$ cat config.mk
export PLATFORM = sky130hd
export DESIGN_NAME = prm_edge_chk_sched
export DESIGN_NICKNAME = d
export VERILOG_FILES = /design/src/rtl/prm_edge_chk_sched.sv
export SDC_FILE = /design/constraint.sdc
export NUM_CORES = 1
export LEC_CHECK = 0
export ABC_AREA = 0
export CAP_MARGIN = 20
export CORE_ASPECT_RATIO = 0.7
export CORE_MARGIN = 2
export CORE_UTILIZATION = 43
export DETAILED_ROUTE_END_ITERATION = 8
export GPL_TIMING_DRIVEN = 0
export PLACE_DENSITY = 0.73
export RECOVER_POWER = 100
export SLEW_MARGIN = 20
export SYNTH_ARGS = -nofsm -noshare
export SYNTH_HDL_FRONTEND = slang
export SYNTH_SLANG_ARGS = --single-unit
$ cat constraint.sdc
create_clock -name clk -period 4.1 [get_ports clk]
set_input_delay 0.41 -clock clk [delete_from_list [all_inputs] [get_ports clk]]
set_output_delay 0.41 -clock clk [all_outputs]
set_load 0.02 [all_outputs]
$ cat src/rtl/prm_edge_chk_sched.sv
// Sequencer that walks a range of roadmap edges, fetches each edge code, presents it
// to the obstacle-checker bank and returns per-edge hit results over valid/ready.
module prm_edge_chk_sched #(
  parameter int NUM_CHK = 8,
  parameter int EDGE_AW = 10,
  parameter int CODE_W  = 15
) (
  input  logic               clk,
  input  logic               rst_n,
  input  logic               start,
  input  logic               abort,
  input  logic [EDGE_AW-1:0] edge_base,
  input  logic [EDGE_AW:0]   edge_cnt,
  input  logic [NUM_CHK-1:0] obs_en,
  output logic               code_rd,
  output logic [EDGE_AW-1:0] code_addr,
  input  logic [CODE_W-1:0]  code_data,
  output logic [CODE_W-1:0]  chk_code,
  input  logic [NUM_CHK-1:0] chk_mask,
  output logic               res_valid,
  input  logic               res_ready,
  output logic [EDGE_AW-1:0] res_edge,
  output logic [NUM_CHK-1:0] res_hits,
  output logic               res_blocked,
  output logic [EDGE_AW:0]   blocked_cnt,
  output logic               busy,
  output logic               done
);

  typedef enum logic [2:0] {
    S_IDLE,
    S_FETCH,
    S_LOAD,
    S_EVAL,
    S_HOLD,
    S_DONE
  } state_t;

  localparam logic [EDGE_AW-1:0] EDGE_ONE = {{(EDGE_AW-1){1'b0}}, 1'b1};
  localparam logic [EDGE_AW:0]   REM_ONE  = {{EDGE_AW{1'b0}}, 1'b1};
  localparam logic [EDGE_AW:0]   REM_ZERO = '0;

  state_t               state;
  logic [EDGE_AW-1:0]   cur;
  logic [EDGE_AW:0]     rem;
  logic [NUM_CHK-1:0]   en;
  logic [NUM_CHK-1:0]   hits;
  logic [EDGE_AW-1:0]   cur_next;

  assign hits     = chk_mask & en;
  assign cur_next = cur + EDGE_ONE;

  // code_rd/code_addr are registered on entry to FETCH so the strobe lines up with that state.
  always_ff @(posedge clk or negedge rst_n) begin
    if (!rst_n) begin
      state       <= S_IDLE;
      cur         <= '0;
      rem         <= '0;
      en          <= '0;
      code_rd     <= 1'b0;
      code_addr   <= '0;
      chk_code    <= '0;
      res_valid   <= 1'b0;
      res_edge    <= '0;
      res_hits    <= '0;
      res_blocked <= 1'b0;
      blocked_cnt <= '0;
      busy        <= 1'b0;
      done        <= 1'b0;
    end else begin
      code_rd <= 1'b0;
      done    <= 1'b0;
      if (abort) begin
        state     <= S_IDLE;
        res_valid <= 1'b0;
        busy      <= 1'b0;
      end else begin
        case (state)
          S_IDLE: begin
            if (start) begin
              cur         <= edge_base;
              rem         <= edge_cnt;
              en          <= obs_en;
              blocked_cnt <= '0;
              busy        <= 1'b1;
              if (edge_cnt != REM_ZERO) begin
                state     <= S_FETCH;
                code_rd   <= 1'b1;
                code_addr <= edge_base;
              end else begin
                state <= S_DONE;
                done  <= 1'b1;
              end
            end
          end
          S_FETCH: state <= S_LOAD;
          S_LOAD: begin
            chk_code <= code_data;
            state    <= S_EVAL;
          end
          S_EVAL: begin
            res_hits    <= hits;
            res_blocked <= |hits;
            res_edge    <= cur;
            res_valid   <= 1'b1;
            state       <= S_HOLD;
          end
          S_HOLD: begin
            if (res_ready) begin
              res_valid   <= 1'b0;
              blocked_cnt <= blocked_cnt + {{EDGE_AW{1'b0}}, res_blocked};
              cur         <= cur_next;
              rem         <= rem - REM_ONE;
              if (rem == REM_ONE) begin
                state <= S_DONE;
                done  <= 1'b1;
              end else begin
                state     <= S_FETCH;
                code_rd   <= 1'b1;
                code_addr <= cur_next;
              end
            end
          end
          S_DONE: begin
            state <= S_IDLE;
            busy  <= 1'b0;
          end
          default: begin
            state <= S_IDLE;
            busy  <= 1'b0;
          end
        endcase
      end
    end
  end

endmodule

==> results list <==
- Worst setup slack before clock tree synthesis: 1533 ps
* Vias: 3546
* Worst setup path category: reg2reg
- Worst path arrival time: 3170 ps
- Top cell type by total area after synthesis: sky130_fd_sc_hd__dfrtp_1
* Violations in the final reports: capacitance limit, slew limit
* CTS tree: done
- After layout, the worst path uses 71.58% of the clock period.
* Instance count of the mapped netlist: about 410
- Mean cell area of the mapped netlist: 10.41 um^2
- Ranked by instance count, the synthesized netlist is headed by sky130_fd_sc_hd__dfrtp_1, sky130_fd_sc_hd__nand2_1, sky130_fd_sc_hd__mux2_2.
- # Max-Cap Violations: 1
- Starting Density: between 40% and 50%
- The H-tree generated during clock tree synthesis spans 3 levels.
- Number of hold violations in the final report: 0
* Number of DRC violations after detailed routing: 0
- Switching share of power: 33.14%
- Fraction of registers with async set/reset: 100.0%
* Kind of path behind the tightest hold check: in2reg
- Worst Setup End Kind: register
- By area the synthesized netlist is led by sky130_fd_sc_hd__dfrtp_1, sky130_fd_sc_hd__mux2_2, sky130_fd_sc_hd__nand2_1.
* Library cell with the highest instance count after synthesis: sky130_fd_sc_hd__dfrtp_1
- Setup ws final: 1165 ps
- Worst reg2reg path depth: 7
- Average wire per cell in the routed design: 16.38 um
- Internal power: 0.002189 W
* Ports placed on the boundary: 116
- The floorplan has 30 rows.
* Fraction of final layout cells with drive strength greater than 1: 12.22%
- Based on the critical path, the design can be clocked at up to 340.7 MHz.
* Setup crit start kind: register
* Minimum clock period after layout: 2935 ps
- Nets in the synthesized netlist: 470
- Across all hold checks on the routed design, the worst slack comes to around 360 ps.
* Post-CTS Setup Inserts: 0
- Syn. warnings: 0
* Main flop type after synthesis: sky130_fd_sc_hd__dfrtp_1
- First-pass GRT wire length: roughly 18 mm
- In this run the worst setup path terminates at rem[4]$_DFFE_PN0P_.
* Iteration-0 DRC Markers: 162
- The clock network is responsible for 27.6% of the overall power.
* Endpoint of the lowest-slack register-to-register path: rem[4]$_DFFE_PN0P_
- The share of the Yosys chip area taken by registers is 53.59%.
- Number of synthesized flops with an enable pin: 0
* Number of buffers inserted during clock tree synthesis: 9
- Total gr overflow: 0
- The die covers 10710 um^2.
- Storage element area: 2277 um^2
- After routing, the total negative slack on setup checks comes to 0 ps.
* Share of Yosys cell area claimed by the top area cell type: between 50% and 60%
- The tree is rooted in a sky130_fd_sc_hd__clkbuf_16.
* Reg2reg setup slack: 1170 ps
- Headroom to the max-slew limit came out at -39.17%.
- Worst setup startpoint: state[1]$_DFFE_PN0P_
- VDD sags by at most 345.4 uV.
* Reg power frac: 40.7%
- The congestion estimate from routability-driven global placement came to slightly below 0.9.
- The number of antenna diodes in the final layout is 0.
- Worst hold stages: 2
- The first detailed-routing pass took 4 iterations.
- Number of setup violations in the final report: 0
- Required time of the critical path: 4330 ps
- Dividing total power by cell area gives a power density of 557.1 nW/um^2.
- After clock tree synthesis, the clock-pin slew on the worst setup and hold paths is approximately 70 ps.
- Estimated wirelength of the detail-placed design: 7.966 mm
- The die is ~87 um tall.
* Number of clock sinks seen by CTS: 91
- The clock reaches the later pin of the worst-skew pair after between 300 and 400 ps.
* Max-slew violations: 36
* Net load switching power: 0.001085 W
- Actual transition at the worst max-transition pin: 2088 ps
- Setup repair after global routing left no endpoint under its margin.
- Synthesis inferred 91 register bits.
- Fill cells in the final layout number 811.
* Largest net degree at the start of global routing: 57
- The multi-input combinational cells in the finished layout cover a total of 1828 um^2.
* Comb power frac: 31.6%
- The flow ran to the end, but the final reports show violations.
- Die X: 122.8 um
* Antenna Violating Nets Remaining: 0
- For this run, the post-layout net count is between 500 and 600.
- The synthesized netlist contains 46 unique library cells.
* Crit-path max FO: 10
* Initial antenna violation count: 0
- Routed vias/inst: ~5.3
* Number of buffers on the longest clock path: 2
* Final clock skew: 6.969 ps
* Start of the worst register-to-register path: state[1]$_DFFE_PN0P_
- Global routing used 21.33% of the available tracks across all layers.
- Synthesized area: 4249 um^2
- In this run the tool buffered the top-level ports with 114 buffer cells.
- For this block, the routed nets add up to 10.94 mm of wire.
- The core region is 9647 um^2.
- The number of global-route vias before repair is 3457.
* Area growth, synth to finish: 38.31%
* Leakage power: 2.570 nW
## worst min path at each step
stage	start	end	slack [ps]
after floorplan	rst_n	blocked_cnt[0]$_DFFE_PN0P_	110
after global placement	en[4]$_DFFE_PN0P_	en[4]$_DFFE_PN0P_	460
after detailed placement	rst_n	blocked_cnt[10]$_DFFE_PN0P_	330
after CTS	abort	state[0]$_DFFE_PN0P_	350
after global routing	abort	busy$_DFFE_PN0P_	370
final	abort	busy$_DFFE_PN0P_	360
## logic make-up after synthesis
kind of cell,Yosys count,share of synthesized area [%]
muxes,44,11.60
and+or+nand+nor,148,16.73
xor gates and xnor gates,9,1.855
AOI/OAI and AO/OA,81,11.60
buffers and inverters,30,3.151
DFF,91,53.59
adders and majority gates,5,1.472
## registers in the layout, indices dropped and copies added (netlist names)
register     flops
chk_code        15
blocked_cnt     11
rem             11
code_addr       10
cur             10
res_edge        10
en               8
res_hits         8
state            3
busy             1
code_rd          1
done             1
res_blocked      1
res_valid        1
## layout make-up
| cell class | instances | share of cell area, % |
|---|---|---|
| flip-flops and latches | 91 | 38.75 |
| multi-input cells | 287 | 31.10 |
| repair buffers | 116 | 19.95 |
| clock buffers | 9 | 3.832 |
| well taps | 128 | 2.725 |
| clock inverters | 7 | 1.682 |
| plain buffers | 21 | 1.384 |
| inverters | 9 | 0.5748 |
## through the flow
stage	power, W	std cells	area [um^2]	util (%)
after floorplan	0.001905	408	4249	-
after global placement	0.002426	650	5550	57.54
after detailed placement	0.002459	651	5579	57.83
after CTS	0.003384	668	5913	61.30
after global routing	0.003442	668	5877	60.92
final	0.003274	668	5877	60.92
## worst max-delay path, cell delays in order, from the launching register on
cell                       delay (ps)
sky130_fd_sc_hd__dfrtp_1          360
sky130_fd_sc_hd__clkbuf_1         230
sky130_fd_sc_hd__or3_2            520
sky130_fd_sc_hd__clkbuf_1         160
sky130_fd_sc_hd__nor2_1           700
sky130_fd_sc_hd__clkbuf_1         440
sky130_fd_sc_hd__o21ai_0          160
sky130_fd_sc_hd__a22o_1           260
## power by group through the flow
stage          registers [W]  clock network (W)  logic (W)
2_1_floorplan        0.00153                  0   0.000375
3_3_place_gp         0.00134                  0    0.00108
3_5_place_dp         0.00135                  0    0.00111
4_1_cts              0.00134           0.000925    0.00112
5_1_grt              0.00137           0.000953    0.00112
6_report             0.00133           0.000905    0.00104
## routing by layer
metal / wire length [um] / global-route usage [%]
met1: 5255 / 30.67
met2: 5016 / 32.04
met3: 576 / 5.497
met4: 95 / 5.852
met5: 0 / 0
## placed cells by master, fill, tap and decap left out, types with 5 or more instances in the layout
cell type / netlist / layout
sky130_fd_sc_hd__dlygate4sd3_1: 0 / 61
sky130_fd_sc_hd__xor2_1: 6 / 6
sky130_fd_sc_hd__nand3_1: 10 / 10
sky130_fd_sc_hd__a31oi_1: 8 / 8
sky130_fd_sc_hd__o21ai_0: 35 / 35
sky130_fd_sc_hd__dfrtp_1: 91 / 91
sky130_fd_sc_hd__inv_1: 9 / 9
sky130_fd_sc_hd__mux2_2: 42 / 41
sky130_fd_sc_hd__nand4_1: 10 / 10
sky130_fd_sc_hd__a21oi_1: 14 / 14
sky130_fd_sc_hd__clkbuf_1: 14 / 20
sky130_fd_sc_hd__clkdlybuf4s50_1: 0 / 53
sky130_fd_sc_hd__or3_1: 7 / 7
sky130_fd_sc_hd__nor2_1: 22 / 23
sky130_fd_sc_hd__nand2_1: 66 / 66
sky130_fd_sc_hd__nor3_1: 9 / 9
sky130_fd_sc_hd__clkbuf_16: 0 / 9
sky130_fd_sc_hd__ha_1: 5 / 5
## what timing repair did
item / CTS / global route
hold endpoints to repair: 35 / 0
hold buffers: 1 / 0
gates resized for setup: 0 / 0
endpoints found under the setup margin: 0 / 0
Power figures use the tool's default switching activity.
